[src/rtl/y86_pkg.sv]
// Shared Y86-64 definitions: instruction codes, status codes, register sentinel
// and the fetch-engine state encoding.
package y86_pkg;

  localparam logic [3:0] IHALT   = 4'h0;
  localparam logic [3:0] INOP    = 4'h1;
  localparam logic [3:0] IRRMOVQ = 4'h2;
  localparam logic [3:0] IIRMOVQ = 4'h3;
  localparam logic [3:0] IRMMOVQ = 4'h4;
  localparam logic [3:0] IMRMOVQ = 4'h5;
  localparam logic [3:0] IOPQ    = 4'h6;
  localparam logic [3:0] IJXX    = 4'h7;
  localparam logic [3:0] ICALL   = 4'h8;
  localparam logic [3:0] IRET    = 4'h9;
  localparam logic [3:0] IPUSHQ  = 4'hA;
  localparam logic [3:0] IPOPQ   = 4'hB;

  localparam logic [2:0] SAOK = 3'd1;
  localparam logic [2:0] SHLT = 3'd2;
  localparam logic [2:0] SADR = 3'd3;
  localparam logic [2:0] SINS = 3'd4;

  localparam logic [3:0] REG_NONE = 4'hF;

  typedef enum logic [1:0] {
    S_FETCH  = 2'd0,
    S_HOLD   = 2'd1,
    S_HALTED = 2'd2,
    S_ERROR  = 2'd3
  } fetch_state_e;

endpackage

[src/rtl/ins_len_decode.sv]
// Combinational icode -> instruction length and field-presence decode.
// Shared with the decode stage's legality checks.
module ins_len_decode
  import y86_pkg::*;
(
  input  logic [3:0] icode,
  output logic [3:0] len,
  output logic       need_regids,
  output logic       need_valc,
  output logic       invalid
);

  always_comb begin
    // NOTE: every output gets a default before the case so no path can infer a latch.
    len         = 4'd1;
    need_regids = 1'b0;
    need_valc   = 1'b0;
    invalid     = 1'b0;
    case (icode)
      IHALT, INOP, IRET: ;
      IRRMOVQ, IOPQ, IPUSHQ, IPOPQ: begin
        len         = 4'd2;
        need_regids = 1'b1;
      end
      IJXX, ICALL: begin
        len       = 4'd9;
        need_valc = 1'b1;
      end
      IIRMOVQ, IRMMOVQ, IMRMOVQ: begin
        len         = 4'd10;
        need_regids = 1'b1;
        need_valc   = 1'b1;
      end
      default: invalid = 1'b1;
    endcase
  end

endmodule

[src/rtl/ins_fetch_seq.sv]
// Byte-serial Y86-64 fetch engine with valid/ready output and PC redirect.
// Optional FETCH_BOUNDS_CHECK_EN stops fetch with ADR at addresses >= IMEM_BYTES.
module ins_fetch_seq
  import y86_pkg::*;
#(
  parameter logic [63:0] RESET_PC   = 64'h0,
  parameter int          IMEM_BYTES = 128
) (
  input  logic        clk,
  input  logic        rst,
  output logic [63:0] mem_addr,
  input  logic [7:0]  mem_byte,
  input  logic        redirect_valid,
  input  logic [63:0] redirect_pc,
  output logic        out_valid,
  input  logic        out_ready,
  output logic [3:0]  icode,
  output logic [3:0]  ifun,
  output logic [3:0]  rA,
  output logic [3:0]  rB,
  output logic [63:0] valC,
  output logic [63:0] valP,
  output logic [63:0] fetch_pc,
  output logic [2:0]  stat
);

  fetch_state_e state;
  logic [63:0]  pc;
  logic [63:0]  last_addr;
  logic [63:0]  byte_addr;
  logic [3:0]   cnt;
  logic [3:0]   len_r;
  logic         regids_r;
  logic         valc_r;
  logic         oob;
  logic [2:0]   valc_idx;
  logic [3:0]   dec_len;
  logic         dec_regids;
  logic         dec_valc;
  logic         dec_invalid;

  ins_len_decode u_len (
    .icode       (mem_byte[7:4]),
    .len         (dec_len),
    .need_regids (dec_regids),
    .need_valc   (dec_valc),
    .invalid     (dec_invalid)
  );

  assign byte_addr = pc + {60'd0, cnt};
  // valC byte slot: byte 1 (or 2 when a register byte precedes it) is slot 0.
  assign valc_idx  = cnt[2:0] - (regids_r ? 3'd2 : 3'd1);

`ifdef FETCH_BOUNDS_CHECK_EN
  localparam logic [63:0] IMEM_LIMIT = 64'(IMEM_BYTES);
  assign oob = (byte_addr >= IMEM_LIMIT);
`else
  assign oob = 1'b0;
`endif

  // Outside active collection the last presented address is held.
  assign mem_addr = (state == S_FETCH && !oob) ? byte_addr : last_addr;

  always_ff @(posedge clk) begin
    // NOTE: all state uses non-blocking assignments so every register sees pre-edge values.
    if (rst) begin
      state     <= S_FETCH;
      pc        <= RESET_PC;
      last_addr <= RESET_PC;
      cnt       <= 4'd0;
      len_r     <= 4'd1;
      regids_r  <= 1'b0;
      valc_r    <= 1'b0;
      out_valid <= 1'b0;
      icode     <= 4'h0;
      ifun      <= 4'h0;
      rA        <= REG_NONE;
      rB        <= REG_NONE;
      valC      <= 64'd0;
      valP      <= 64'd0;
      fetch_pc  <= 64'd0;
      stat      <= SAOK;
    end else if (redirect_valid && (state == S_FETCH || state == S_HOLD)) begin
      pc        <= redirect_pc;
      cnt       <= 4'd0;
      state     <= S_FETCH;
      out_valid <= 1'b0;
    end else begin
      case (state)
        S_FETCH: begin
          if (oob) begin
            // Out-of-range byte: present what was gathered so far as ADR.
            if (cnt == 4'd0) begin
              icode    <= 4'h0;
              ifun     <= 4'h0;
              rA       <= REG_NONE;
              rB       <= REG_NONE;
              valC     <= 64'd0;
              fetch_pc <= pc;
            end
            valP      <= byte_addr;
            stat      <= SADR;
            cnt       <= 4'd0;
            out_valid <= 1'b1;
            state     <= S_HOLD;
          end else begin
            last_addr <= byte_addr;
            if (cnt == 4'd0) begin
              icode    <= mem_byte[7:4];
              ifun     <= mem_byte[3:0];
              rA       <= REG_NONE;
              rB       <= REG_NONE;
              valC     <= 64'd0;
              fetch_pc <= pc;
              len_r    <= dec_len;
              regids_r <= dec_regids;
              valc_r   <= dec_valc;
              if (dec_len == 4'd1) begin
                valP      <= pc + 64'd1;
                stat      <= dec_invalid ? SINS : ((mem_byte[7:4] == IHALT) ? SHLT : SAOK);
                out_valid <= 1'b1;
                state     <= S_HOLD;
              end else begin
                cnt <= 4'd1;
              end
            end else begin
              if (regids_r && cnt == 4'd1) begin
                rA <= mem_byte[7:4];
                rB <= mem_byte[3:0];
              end else if (valc_r) begin
                valC[{valc_idx, 3'b000} +: 8] <= mem_byte;
              end
              if (cnt == len_r - 4'd1) begin
                valP      <= pc + {60'd0, len_r};
                stat      <= SAOK;
                cnt       <= 4'd0;
                out_valid <= 1'b1;
                state     <= S_HOLD;
              end else begin
                cnt <= cnt + 4'd1;
              end
            end
          end
        end
        S_HOLD: begin
          if (out_ready) begin
            out_valid <= 1'b0;
            case (stat)
              SAOK: begin
                pc    <= valP;
                state <= S_FETCH;
              end
              SHLT:    state <= S_HALTED;
              default: state <= S_ERROR;
            endcase
          end
        end
        default: out_valid <= 1'b0;
      endcase
    end
  end

endmodule

[config.mk]
export PLATFORM = sky130hd
export DESIGN_NAME = ins_fetch_seq
export DESIGN_NICKNAME = d
export VERILOG_FILES = /design/src/rtl/y86_pkg.sv /design/src/rtl/ins_len_decode.sv /design/src/rtl/ins_fetch_seq.sv
export SDC_FILE = /design/constraint.sdc
export NUM_CORES = 1
export LEC_CHECK = 0
export CELL_PAD_IN_SITES_DETAIL_PLACEMENT = 1
export CELL_PAD_IN_SITES_GLOBAL_PLACEMENT = 2
export CORE_MARGIN = 2
export CORE_UTILIZATION = 32
export CTS_CLUSTER_DIAMETER = 120
export CTS_CLUSTER_SIZE = 24
export DETAILED_ROUTE_END_ITERATION = 8
export GPL_TIMING_DRIVEN = 1
export PLACE_DENSITY = 0.89
export SLEW_MARGIN = 20
export SYNTH_ARGS = -nofsm -noshare
export SYNTH_HDL_FRONTEND = slang
export SYNTH_SLANG_ARGS = --single-unit
[constraint.sdc]
create_clock -name clk -period 8.4 [get_ports clk]
set_clock_uncertainty 0.05 [all_clocks]
set_input_delay 1.68 -clock clk [delete_from_list [all_inputs] [get_ports clk]]
set_output_delay 1.68 -clock clk [all_outputs]
set_load 0.01 [all_outputs]
==> load_flow_metrics.sql, run 1 <==
INSERT INTO impl_metrics (metric_group, metric, value, unit) VALUES
('route', 'highest_layer', 'met5', ''),
('logic_synthesis', 'synth_seq_area_share', '42.19', '%'),
('cts', 'htree_num_levels', '1', ''),
('route', 'initialDrtViolationCount', '1235', ''),
('global_route', 'track_usage', '25.55', '%'),
('route', 'drt_first_pass_iters', '5', ''),
('cts', 'clock-sinks', '350', ''),
('cts', 'cts_max_path_buffers', '3', ''),
('power_and_ir_drop', 'power.share.sequential', '51.6', '%'),
('route', 'route.final.wire_length', '71150', 'um'),
('place', 'dp_slack', '2.794', 'ns'),
('logic_synthesis', 'ys_dominant_reg_cell', 'sky130_fd_sc_hd__dfxtp_1', ''),
('die', 'floorplan.rows', '83', ''),
('route', 'final_antenna_net_count', '0', ''),
('place', 'detailed_place.area', '20380', 'sq um'),
('die', 'die_area', '53740', 'sq um'),
('critical_path', 'crit_path_max_fanout', '18', ''),
('place', 'dp_cells', '2948', ''),
('logic_synthesis', 'netlist_instances', '2100', ''),
('layout', 'most-common-layout-cells', '373 x sky130_fd_sc_hd__nand2_1, 350 x sky130_fd_sc_hd__dfxtp_1, 350 x sky130_fd_sc_hd__clkdlybuf4s50_1, 233 x sky130_fd_sc_hd__nor2_1, 112 x sky130_fd_sc_hd__a311oi_1', ''),
('logic_synthesis', 'yosysWarnings', '0', ''),
('route', 'met1_length', '30840', 'um'),
('cts', 'ctsHoldBuffers', '0', ''),
('route', 'met3_wirelength_from_detailed_routing', '4270', 'um'),
('logic_synthesis', 'async_flop_share', '0', '%'),
('route', 'residual_drc', '0', ''),
('global_route', 'grt_pass1_wl', '108100', 'um'),
('cts', 'clkTransAtPathRegs', '0.11', 'ns'),
('power_and_ir_drop', 'power.net_switching', '0.001191', 'W'),
('timing', 'relSlewSlack', '24.49', '%'),
('layout', 'fin_area', '20870', 'sq um'),
('layout', 'final_layout_size_suffix_gt1_share', '3.409', '%'),
('timing', 'fin_ws', '2.175', 'ns'),
('die', 'effective_utilization_at_floorplan', '32.37', '%'),
('route', 'wl_met2', '34250', 'um'),
('route', 'wire_per_inst', '23.97', 'um'),
('outcome', 'status', 'completed', ''),
('cts', 'tritoncts_clock_tree', 'done', ''),
('power_and_ir_drop', 'p_clk_share', '27.3', '%'),
('power_and_ir_drop', 'p_per_area', '177.0', 'nW/um^2'),
('route', 'detail_route.vias_per_cell', '5.812', ''),
('timing', 'drv_slew', '0', ''),
('critical_path', 'crit_type', 'reg -> out', ''),
('cts', 'tritoncts.num_buffers', '18', ''),
('logic_synthesis', 'netlist.area_leader.share', '42.19', '%'),
('cts', 'root_buffer', 'sky130_fd_sc_hd__clkbuf_16', ''),
('timing', 'max_freq', '160.6', 'MHz'),
('power_and_ir_drop', 'power.combinational.fraction', '21.1', '%'),
('logic_synthesis', 'ys_top_cells_by_area', 'sky130_fd_sc_hd__dfxtp_1 42%, sky130_fd_sc_hd__nand2_1 8.5%, sky130_fd_sc_hd__a311oi_1 6.0%', ''),
('logic_synthesis', 'ys_seq_elements', '350', ''),
('place', 'port_buffers', '351', ''),
('logic_synthesis', 'synth.net_count', '2194', ''),
('logic_synthesis', 'yosys.area.top_type', 'sky130_fd_sc_hd__dfxtp_1', ''),
('global_route', 'grt_antenna_before_repair', '3', ''),
('timing', 'final_cycle_share', '74.11', '%'),
('power_and_ir_drop', 'netSwitchingFraction', '32.25', '%'),
('critical_path', 'r2r_cells', '10', ''),
('die', 'top_level_i_o_count', '352', ''),
('layout', 'fin_nets', '2382', ''),
('timing', 'rsz0062_at_grt', 'no', ''),
('cts', 'worst_skew_pair.late_latency', '0.56', 'ns'),
('die', 'floorplan_die_height', '231.8', 'um'),
('timing', 'max_slew.worst_pin.slew', '1.125', 'ns'),
('power_and_ir_drop', 'p_int', '0.002503', 'W'),
('min_path', 'hold_path.class', 'reg -> reg', ''),
('layout', 'final_common_cell', 'sky130_fd_sc_hd__nand2_1', ''),
('die', 'die_x', '231.8', 'um'),
('layout', 'utilization', '40.68', '%'),
('timing', 'finalSetupTns', '0', 'ns'),
('global_route', 'grt_pass1_vias', '17190', ''),
('critical_path', 'cp_data_required_time', '6.67', 'ns');
## stage by stage
step                      power, W  hold slack, ns
after floorplan           0.002314          0.3822
after global routing      0.003851          0.4364
after global placement    0.002697          0.3877
final                     0.003695          0.4131
after CTS                 0.003723          0.4138
after detailed placement  0.002720          0.3987
## layer usage
layer / vias up / track usage (%)
met2: 540 / 43.01
met4: 4 / 6.691
met3: 100 / 3.868
met5: - / 0
met1: 8705 / 34.03
li1: 7908 / -
## registers in the layout, summed over array words and instances (netlist names)
signal,cells
out_valid,1
ifun,4
icode,4
valP,64
cnt,4
pc,64
valc_r,1
fetch_pc,64
last_addr,64
valC,64
rA,4
rB,4
len_r,3
state,2
stat,3
## Yosys cell counts, types with 2 or more instances
master,count
sky130_fd_sc_hd__nor2_1,235
sky130_fd_sc_hd__o31ai_1,33
sky130_fd_sc_hd__dfxtp_1,350
sky130_fd_sc_hd__a21o_1,4
sky130_fd_sc_hd__nand2b_1,8
sky130_fd_sc_hd__ha_1,15
sky130_fd_sc_hd__clkbuf_2,2
sky130_fd_sc_hd__nand4b_1,2
sky130_fd_sc_hd__nor4_4,2
sky130_fd_sc_hd__nor4_1,9
sky130_fd_sc_hd__o21ai_1,2
sky130_fd_sc_hd__o21a_1,2
sky130_fd_sc_hd__mux2i_1,2
sky130_fd_sc_hd__a21oi_1,106
sky130_fd_sc_hd__a22o_1,16
sky130_fd_sc_hd__a31oi_1,32
sky130_fd_sc_hd__and3_1,9
sky130_fd_sc_hd__a211oi_1,62
sky130_fd_sc_hd__nand3_1,48
sky130_fd_sc_hd__a32oi_1,40
sky130_fd_sc_hd__a211o_1,2
sky130_fd_sc_hd__nand4_2,2
sky130_fd_sc_hd__inv_1,13
sky130_fd_sc_hd__buf_1,8
sky130_fd_sc_hd__or4_1,22
sky130_fd_sc_hd__o21ba_2,3
sky130_fd_sc_hd__xnor2_1,21
sky130_fd_sc_hd__nand2_1,375
sky130_fd_sc_hd__xor2_1,58
sky130_fd_sc_hd__a22oi_1,9
sky130_fd_sc_hd__o21ai_0,101
sky130_fd_sc_hd__buf_2,47
sky130_fd_sc_hd__fa_1,3
sky130_fd_sc_hd__nor2b_1,3
sky130_fd_sc_hd__nand4_1,49
sky130_fd_sc_hd__and4_1,7
sky130_fd_sc_hd__nor3_1,76
sky130_fd_sc_hd__nor3_2,3
sky130_fd_sc_hd__nor4_2,2
sky130_fd_sc_hd__clkbuf_1,148
sky130_fd_sc_hd__or2_2,4
sky130_fd_sc_hd__and2_1,5
sky130_fd_sc_hd__or3_1,32
sky130_fd_sc_hd__a311oi_1,113
## power groups by stage
| stage | clock network (W) | logic [W] | registers [W] |
|---|---|---|---|
| after detailed placement | 0 | 0.000778 | 0.00194 |
| after floorplan | 0 | 0.000430 | 0.00188 |
| after global placement | 0 | 0.000763 | 0.00193 |
| final | 0.00101 | 0.000778 | 0.00191 |
| after global routing | 0.00109 | 0.000845 | 0.00192 |
| after CTS | 0.00104 | 0.000783 | 0.00190 |
## critical path, cell delays in order (launching register included)
cell and delay [ns]:
sky130_fd_sc_hd__dfxtp_1 0.46, sky130_fd_sc_hd__ha_1 0.47, sky130_fd_sc_hd__a211oi_1 0.14, sky130_fd_sc_hd__a21oi_2 0.90, sky130_fd_sc_hd__nand3_1 0.55, sky130_fd_sc_hd__or4_1 0.65, sky130_fd_sc_hd__a31oi_1 0.20, sky130_fd_sc_hd__clkdlybuf4s50_1 0.57
## final timing paths
| kind | from | end | slack [ns] |
|---|---|---|---|
| hold / removal | fetch_pc[50] | fetch_pc[50] | 0.41 |
| setup reg to reg | cnt[1] | valP[52] | 3.94 |
| setup / recovery | cnt[2] | mem_addr[55] | 2.18 |
| hold reg to reg | fetch_pc[50] | fetch_pc[50] | 0.41 |
## logic make-up (layout without fill, tap and decap cells)
logic type	Yosys count	count (layout)	share of synthesized area, %
AOI/OAI and AO/OA	532	532	22.02
xor gates and xnor gates	79	79	4.166
adders and majority gates	18	18	1.492
buffers and inverters	219	407	5.342
DFF	350	350	42.19
muxes	3	3	0.1884
other	0	1	0
and+or+nand+nor	899	899	24.60
## final cells by class
type	count	area (sq um)
Tap cell	680	850.8
Sequential cell	350	7007
Fill cell	6107	30430
Clock buffer	19	475.5
Inverter	13	48.80
Antenna cell	1	2.502
Clock inverter	1	11.26
Timing Repair Buffer	374	3691
Multi-Input combinational cell	1531	8783
Power figures use the tool's default switching activity.
==> run 2: changes to the inputs <==
CORE_UTILIZATION = 29   (was 32)
PLACE_DENSITY = 0.82   (was 0.89)
clock period = 5.8 ns   (was 8.4 ns; I/O delays follow)
==> run 2 against run 1 <==
Hold slack worse by 0.0039 ns. Die area up 10%. Via count down 1.6%.
==> load_flow_metrics.sql, run 2 (synthesized netlist as in run 1, its figures left out) <==
INSERT INTO impl_metrics (metric_group, metric, value, unit) VALUES
('cts', 'post-cts-setup-buffer-count', '0', ''),
('place', 'place_congestion', '0.8647', ''),
('die', 'die_area', '59200', 'sq um'),
('timing', 'finalHoldViolCount', '0', ''),
('place', 'dp_slack', '0.9995', 'ns'),
('die', 'die_x', '243.3', 'um'),
('power_and_ir_drop', 'p_per_area', '253.2', 'nW/um^2'),
('power_and_ir_drop', 'power_leakage', '6.935', 'nW'),
('global_route', 'grt_start_max_net_pins', '229', ''),
('cts', 'ctsHoldBuffers', '0', ''),
('place', 'post-dp-hpwl', '50760', 'um'),
('place', 'detailed_place.area', '20630', 'sq um'),
('cts', 'cts_max_path_buffers', '3', ''),
('job', 'drv_cap', '0', ''),
('cts', 'clock-sinks', '350', ''),
('global_route', 'globalRoute.totalOverflow', '0', ''),
('layout', 'final_layout_size_suffix_gt1_share', '4.165', '%'),
('layout', 'final_common_cell', 'sky130_fd_sc_hd__nand2_1', ''),
('route', 'routed-via-count', '16970', ''),
('route', 'drt_first_pass_iters', '5', ''),
('outcome', 'status', 'completed', ''),
('cts', 'htree_num_levels', '1', ''),
('cts', 'ctsResizeCount', '0', ''),
('timing', 'max_slew.worst_pin.slew', '1.086', 'ns'),
('critical_path', 'setup.worst_path.start_class', 'flip-flop', ''),
('critical_path', 'crit_type', 'reg -> out', ''),
('critical_path', 'cp_data_required_time', '4.59', 'ns'),
('timing', 'rsz0062_at_grt', 'no', ''),
('die', 'core', '56500', 'sq um'),
('route', 'residual_drc', '0', ''),
('route', 'detail_route.vias_per_cell', '5.543', ''),
('critical_path', 'end_kind', 'output pin', ''),
('route', 'route.final.wire_length', '71280', 'um'),
('route', 'initialDrtViolationCount', '979', ''),
('timing', 'relSlewSlack', '27.60', '%'),
('timing', 'finalSetupTns', '0', 'ns'),
('timing', 'final_cycle_share', '93.78', '%'),
('die', 'floorplan_die_height', '243.3', 'um'),
('cts', 'clkTransAtPathRegs', '0.10', 'ns'),
('route', 'wire_per_inst', '23.28', 'um'),
('timing', 'max_freq', '183.8', 'MHz'),
('place', 'port_buffers', '351', ''),
('cts', 'root_buffer', 'sky130_fd_sc_hd__clkbuf_16', ''),
('die', 'top_level_i_o_count', '352', ''),
('timing', 'drv_slew', '0', ''),
('layout', 'most-common-layout-cells', '373 x sky130_fd_sc_hd__nand2_1, 350 x sky130_fd_sc_hd__dfxtp_1, 350 x sky130_fd_sc_hd__clkdlybuf4s50_1, 233 x sky130_fd_sc_hd__nor2_1, 111 x sky130_fd_sc_hd__a311oi_1', ''),
('layout', 'fin_nets', '2399', ''),
('cts', 'tritoncts_clock_tree', 'done', ''),
('die', 'floorplan.rows', '87', ''),
('layout', 'fin_area', '21160', 'sq um'),
('global_route', 'grt_pass1_wl', '108400', 'um'),
('global_route', 'grt_pass1_vias', '17180', ''),
('global_route', 'grt_antenna_before_repair', '5', ''),
('min_path', 'hold_path.class', 'reg -> reg', ''),
('timing', 'finalSetupViolations', '0', ''),
('global_route', 'track_usage', '23.19', '%'),
('layout', 'area_growth', '27.39', '%'),
('route', 'final_antenna_net_count', '0', ''),
('critical_path', 'crit_path_max_fanout', '12', ''),
('timing', 'fin_ws', '0.3605', 'ns'),
('power_and_ir_drop', 'vdd_ir_drop_max', '160.6', 'uV'),
('critical_path', 'critPathArrivalTime', '4.23', 'ns'),
('cts', 'tritoncts.num_buffers', '18', ''),
('cts', 'worst_skew_pair.late_latency', '0.56', 'ns'),
('die', 'effective_utilization_at_floorplan', '29.40', '%'),
('timing', 'period_needed', '5.440', 'ns');
## run 2: layout make-up
cell class                      instances  area, sq um
Fill cell                            6627        35340
Antenna cell                            1        2.502
Clock buffer                           19        475.5
Inverter                               13        48.80
Sequential cell                       350         7007
Timing Repair Buffer                  391         3876
Multi-Input combinational cell       1531         8790
Clock inverter                          1        11.26
Tap cell                              756        945.9
## run 2: path summary, 6_finish.rpt
| check | startpoint | to | slack (ns) | cells after the start |
|---|---|---|---|---|
| setup / recovery | cnt[0] | mem_addr[48] | 0.36 | 8 |
| hold reg to reg | icode[0] | icode[0] | 0.41 | 2 |
| setup reg to reg | cnt[1] | valP[56] | 1.21 | 11 |
| hold / removal | icode[0] | icode[0] | 0.41 | 2 |
## run 2: critical path, cell delays in order (launching register included)
cell and delay, ns:
sky130_fd_sc_hd__dfxtp_1 0.54, sky130_fd_sc_hd__ha_1 0.31, sky130_fd_sc_hd__fa_1 0.27, sky130_fd_sc_hd__a21o_1 0.17, sky130_fd_sc_hd__a21o_1 0.49, sky130_fd_sc_hd__nand4_1 0.56
sky130_fd_sc_hd__or3_1 0.54, sky130_fd_sc_hd__a31oi_1 0.23, sky130_fd_sc_hd__clkdlybuf4s50_1 0.57
## run 2: routing by layer
metal	GRT usage [%]	share of wire, %	up-vias
met2	39.87	48	455
met1	29.61	43	8460
met5	0	0.090	-
li1	-	-	7953
met4	5.143	2.2	10
met3	5.067	6.1	95
## run 2: per-stage QoR
stage | total power [W] | hold slack [ns] | std cells | utilization, %
floorplan | 0.003351 | 0.3822 | 2100 | -
global placement | 0.003931 | 0.3881 | 3040 | 36.50
detailed placement | 0.003963 | 0.3981 | 3040 | 36.51
CTS | 0.005413 | 0.4111 | 3060 | 37.38
global route | 0.005604 | 0.4266 | 3061 | 37.44
finish | 0.005356 | 0.4093 | 3062 | 37.45
## run 2: power by group
group	internal, W	switching [W]
combinational	0.000485	0.000673
clock	0.000594	0.000853
sequential	0.00256	0.000192
==> run 3: changes to the inputs <==
CORE_UTILIZATION = 30   (was 29)
PLACE_DENSITY = 0.84   (was 0.82)
SYNTH_HIERARCHICAL = 1   (was unset)
==> run 3 against run 2 <==
Clock power barely moved. Global-route usage grew 0.23 points. Worst setup slack better by 0.051 ns.
==> load_flow_metrics.sql, run 3 <==
INSERT INTO impl_metrics (metric_group, metric, value, unit) VALUES
('critical_path', 'end_kind', 'output pin', ''),
('die', 'top_level_i_o_count', '352', ''),
('power_and_ir_drop', 'vdd_ir_drop_max', '175.0', 'uV'),
('cts', 'tritoncts_clock_tree', 'done', ''),
('die', 'core', '55310', 'sq um'),
('logic_synthesis', 'netlist_instances', '2145', ''),
('timing', 'finalSetupTns', '0', 'ns'),
('outcome', 'status', 'completed', ''),
('die', 'floorplan_die_height', '241.0', 'um'),
('die', 'floorplan.rows', '86', ''),
('route', 'detail_route.vias_per_cell', '5.550', ''),
('timing', 'finalHoldViolCount', '0', ''),
('global_route', 'grt_start_max_net_pins', '86', ''),
('job', 'drv_cap', '0', ''),
('logic_synthesis', 'ys_dominant_reg_cell', 'sky130_fd_sc_hd__dfxtp_1', ''),
('layout', 'most-common-layout-cells', '385 x sky130_fd_sc_hd__nand2_1, 352 x sky130_fd_sc_hd__dfxtp_1, 350 x sky130_fd_sc_hd__clkdlybuf4s50_1, 280 x sky130_fd_sc_hd__nor2_1, 105 x sky130_fd_sc_hd__a311oi_1', ''),
('logic_synthesis', 'yosys.cell_count.top_type', 'sky130_fd_sc_hd__nand2_1', ''),
('route', 'wire_per_inst', '22.59', 'um'),
('power_and_ir_drop', 'p_per_area', '241.1', 'nW/um^2'),
('logic_synthesis', 'synth-edff-count', '0', ''),
('global_route', 'track_usage', '23.42', '%'),
('cts', 'worst_skew_pair.late_latency', '0.56', 'ns'),
('timing', 'finalSetupViolations', '0', ''),
('cts', 'ctsResizeCount', '0', ''),
('global_route', 'globalRoute.totalOverflow', '0', ''),
('logic_synthesis', 'ys_types', '69', ''),
('timing', 'drv_slew', '0', ''),
('layout', 'final_layout_size_suffix_gt1_share', '4.544', '%'),
('timing', 'rsz0062_at_grt', 'no', ''),
('place', 'port_buffers', '351', ''),
('global_route', 'grt_pass1_wl', '105500', 'um'),
('cts', 'post-cts-setup-buffer-count', '0', ''),
('logic_synthesis', 'netlist.area_leader.share', '41.84', '%'),
('timing', 'final_cycle_share', '92.90', '%'),
('route', 'residual_drc', '0', ''),
('critical_path', 'rrSetupSlack', '1.54', 'ns'),
('die', 'effective_utilization_at_floorplan', '30.45', '%'),
('die', 'die_x', '241.0', 'um'),
('cts', 'tritoncts.num_buffers', '18', ''),
('critical_path', 'critPathArrivalTime', '4.18', 'ns'),
('place', 'place_congestion', '0.9628', ''),
('logic_synthesis', 'yosysWarnings', '6', ''),
('logic_synthesis', 'synth.avg_cell_area', '7.853', 'sq um'),
('layout', 'area_growth', '27.24', '%'),
('route', 'final_antenna_net_count', '0', ''),
('global_route', 'grt_antenna_before_repair', '1', ''),
('cts', 'cts_max_path_buffers', '3', ''),
('layout', 'fin_area', '21430', 'sq um'),
('route', 'initialDrtViolationCount', '1202', ''),
('critical_path', 'crit_path_max_fanout', '10', ''),
('min_path', 'hold_path.class', 'reg -> reg', ''),
('critical_path', 'setup.worst_path.start_class', 'flip-flop', ''),
('logic_synthesis', 'synth_seq_area_share', '41.84', '%'),
('timing', 'max_slew.worst_pin.slew', '1.008', 'ns'),
('timing', 'fin_ws', '0.4118', 'ns'),
('critical_path', 'crit_type', 'reg -> out', ''),
('cts', 'htree_num_levels', '1', ''),
('route', 'route.final.wire_length', '70160', 'um'),
('route', 'routed-via-count', '17230', ''),
('timing', 'relSlewSlack', '32.43', '%'),
('layout', 'fin_nets', '2449', ''),
('die', 'die_area', '58060', 'sq um'),
('place', 'dp_slack', '0.9399', 'ns'),
('logic_synthesis', 'ys_seq_elements', '352', ''),
('logic_synthesis', 'post_synthesis_instance_area', '16840', 'sq um'),
('global_route', 'grt_pass1_vias', '16990', ''),
('logic_synthesis', 'ys_top_cells_by_area', 'sky130_fd_sc_hd__dfxtp_1 42%, sky130_fd_sc_hd__nand2_1 8.6%, sky130_fd_sc_hd__nor2_1 6.3%', ''),
('cts', 'clkTransAtPathRegs', '0.10', 'ns'),
('route', 'drt_first_pass_iters', '5', ''),
('layout', 'final_common_cell', 'sky130_fd_sc_hd__nand2_1', ''),
('logic_synthesis', 'synth.net_count', '2240', ''),
('timing', 'period_needed', '5.388', 'ns'),
('cts', 'root_buffer', 'sky130_fd_sc_hd__clkbuf_16', ''),
('timing', 'whs', '0.4048', 'ns'),
('logic_synthesis', 'yosys-top-cells-count', '386 x sky130_fd_sc_hd__nand2_1, 352 x sky130_fd_sc_hd__dfxtp_1, 283 x sky130_fd_sc_hd__nor2_1, 180 x sky130_fd_sc_hd__clkbuf_1, 106 x sky130_fd_sc_hd__a311oi_1', ''),
('cts', 'clock-sinks', '352', ''),
('place', 'post-dp-hpwl', '51540', 'um'),
('place', 'detailed_place.area', '20930', 'sq um'),
('power_and_ir_drop', 'power_leakage', '6.960', 'nW'),
('timing', 'max_freq', '185.6', 'MHz'),
('logic_synthesis', 'yosys.area.top_type', 'sky130_fd_sc_hd__dfxtp_1', ''),
('logic_synthesis', 'async_flop_share', '0', '%'),
('layout', 'final.fill_count', '6676', ''),
('cts', 'ctsHoldBuffers', '0', ''),
('critical_path', 'cp_data_required_time', '4.59', 'ns');
==> run 3: power by group <==
| group | internal [W] | leakage [nW] | total, W | switching (W) |
|---|---|---|---|---|
| Clock | 0.000596 | 0.240 | 0.00145 | 0.000856 |
| Sequential | 0.00255 | 2.87 | 0.00271 | 0.000168 |
| Combinational | 0.000415 | 3.85 | 0.00100 | 0.000585 |
| Total | 0.00356 | 6.96 | 0.00517 | 0.00161 |
==> run 3: layout make-up <==
cell class                 count  area [sq um]  share of cell area, %
inverter                      15         56.30                 0.2627
clock buffer                  20         479.2                  2.236
tap                          748         935.9                  4.367
clock inverter                 1         8.758                0.04087
antenna                        2         5.005                0.02335
timing repair buffer         397          3876                  18.09
multi-input combinational   1570          9024                  42.10
sequential                   352          7047                  32.88
==> run 3: cells by family (layout without fill, tap and decap cells) <==
logic type	after synthesis	after routing	share of synthesized area [%]
other	1	3	0.02226
multiplexers	8	8	0.4903
flip-flops	352	352	41.84
AND/OR/NAND/NOR	964	964	26.14
AO/OA/AOI/OAI	497	497	20.48
adder cells (fa/ha/maj)	19	19	1.545
buffers and inverters	223	433	5.185
XOR/XNOR	81	81	4.301
==> run 3: per-layer routing <==
layer	GRT usage [%]	share of wire, %	vias up
li1	-	-	8026
met2	37.74	46	487
met3	3.157	5.4	76
met1	33.02	46	8643
met4	5.686	2.1	0
met5	0	0	-
==> run 3: through the flow <==
stage / util, % / power [W] / cells
floorplan: - / 0.003246 / 2145
global placement: 37.83 / 0.003734 / 3082
detailed placement: 37.84 / 0.003763 / 3082
CTS: 38.72 / 0.005222 / 3103
global route: 38.75 / 0.005403 / 3104
finish: 38.75 / 0.005167 / 3105
==> run 3: worst paths after layout <==
kind | from | end | cells past startpoint
min reg2reg | fetch_pc[50] | fetch_pc[50] | 2
max reg2reg | cnt[1] | valP[63] | 10
max | pc[18] | mem_addr[26] | 6
min | fetch_pc[50] | fetch_pc[50] | 2
==> run 3: critical path, cell delays in order, from the launching register on <==
cell	delay [ns]
sky130_fd_sc_hd__dfxtp_1	0.66
sky130_fd_sc_hd__nand4_1	0.40
sky130_fd_sc_hd__nor3_1	0.68
sky130_fd_sc_hd__nand3_1	0.43
sky130_fd_sc_hd__xor2_1	0.28
sky130_fd_sc_hd__o21ai_0	0.52
sky130_fd_sc_hd__clkdlybuf4s50_1	0.65
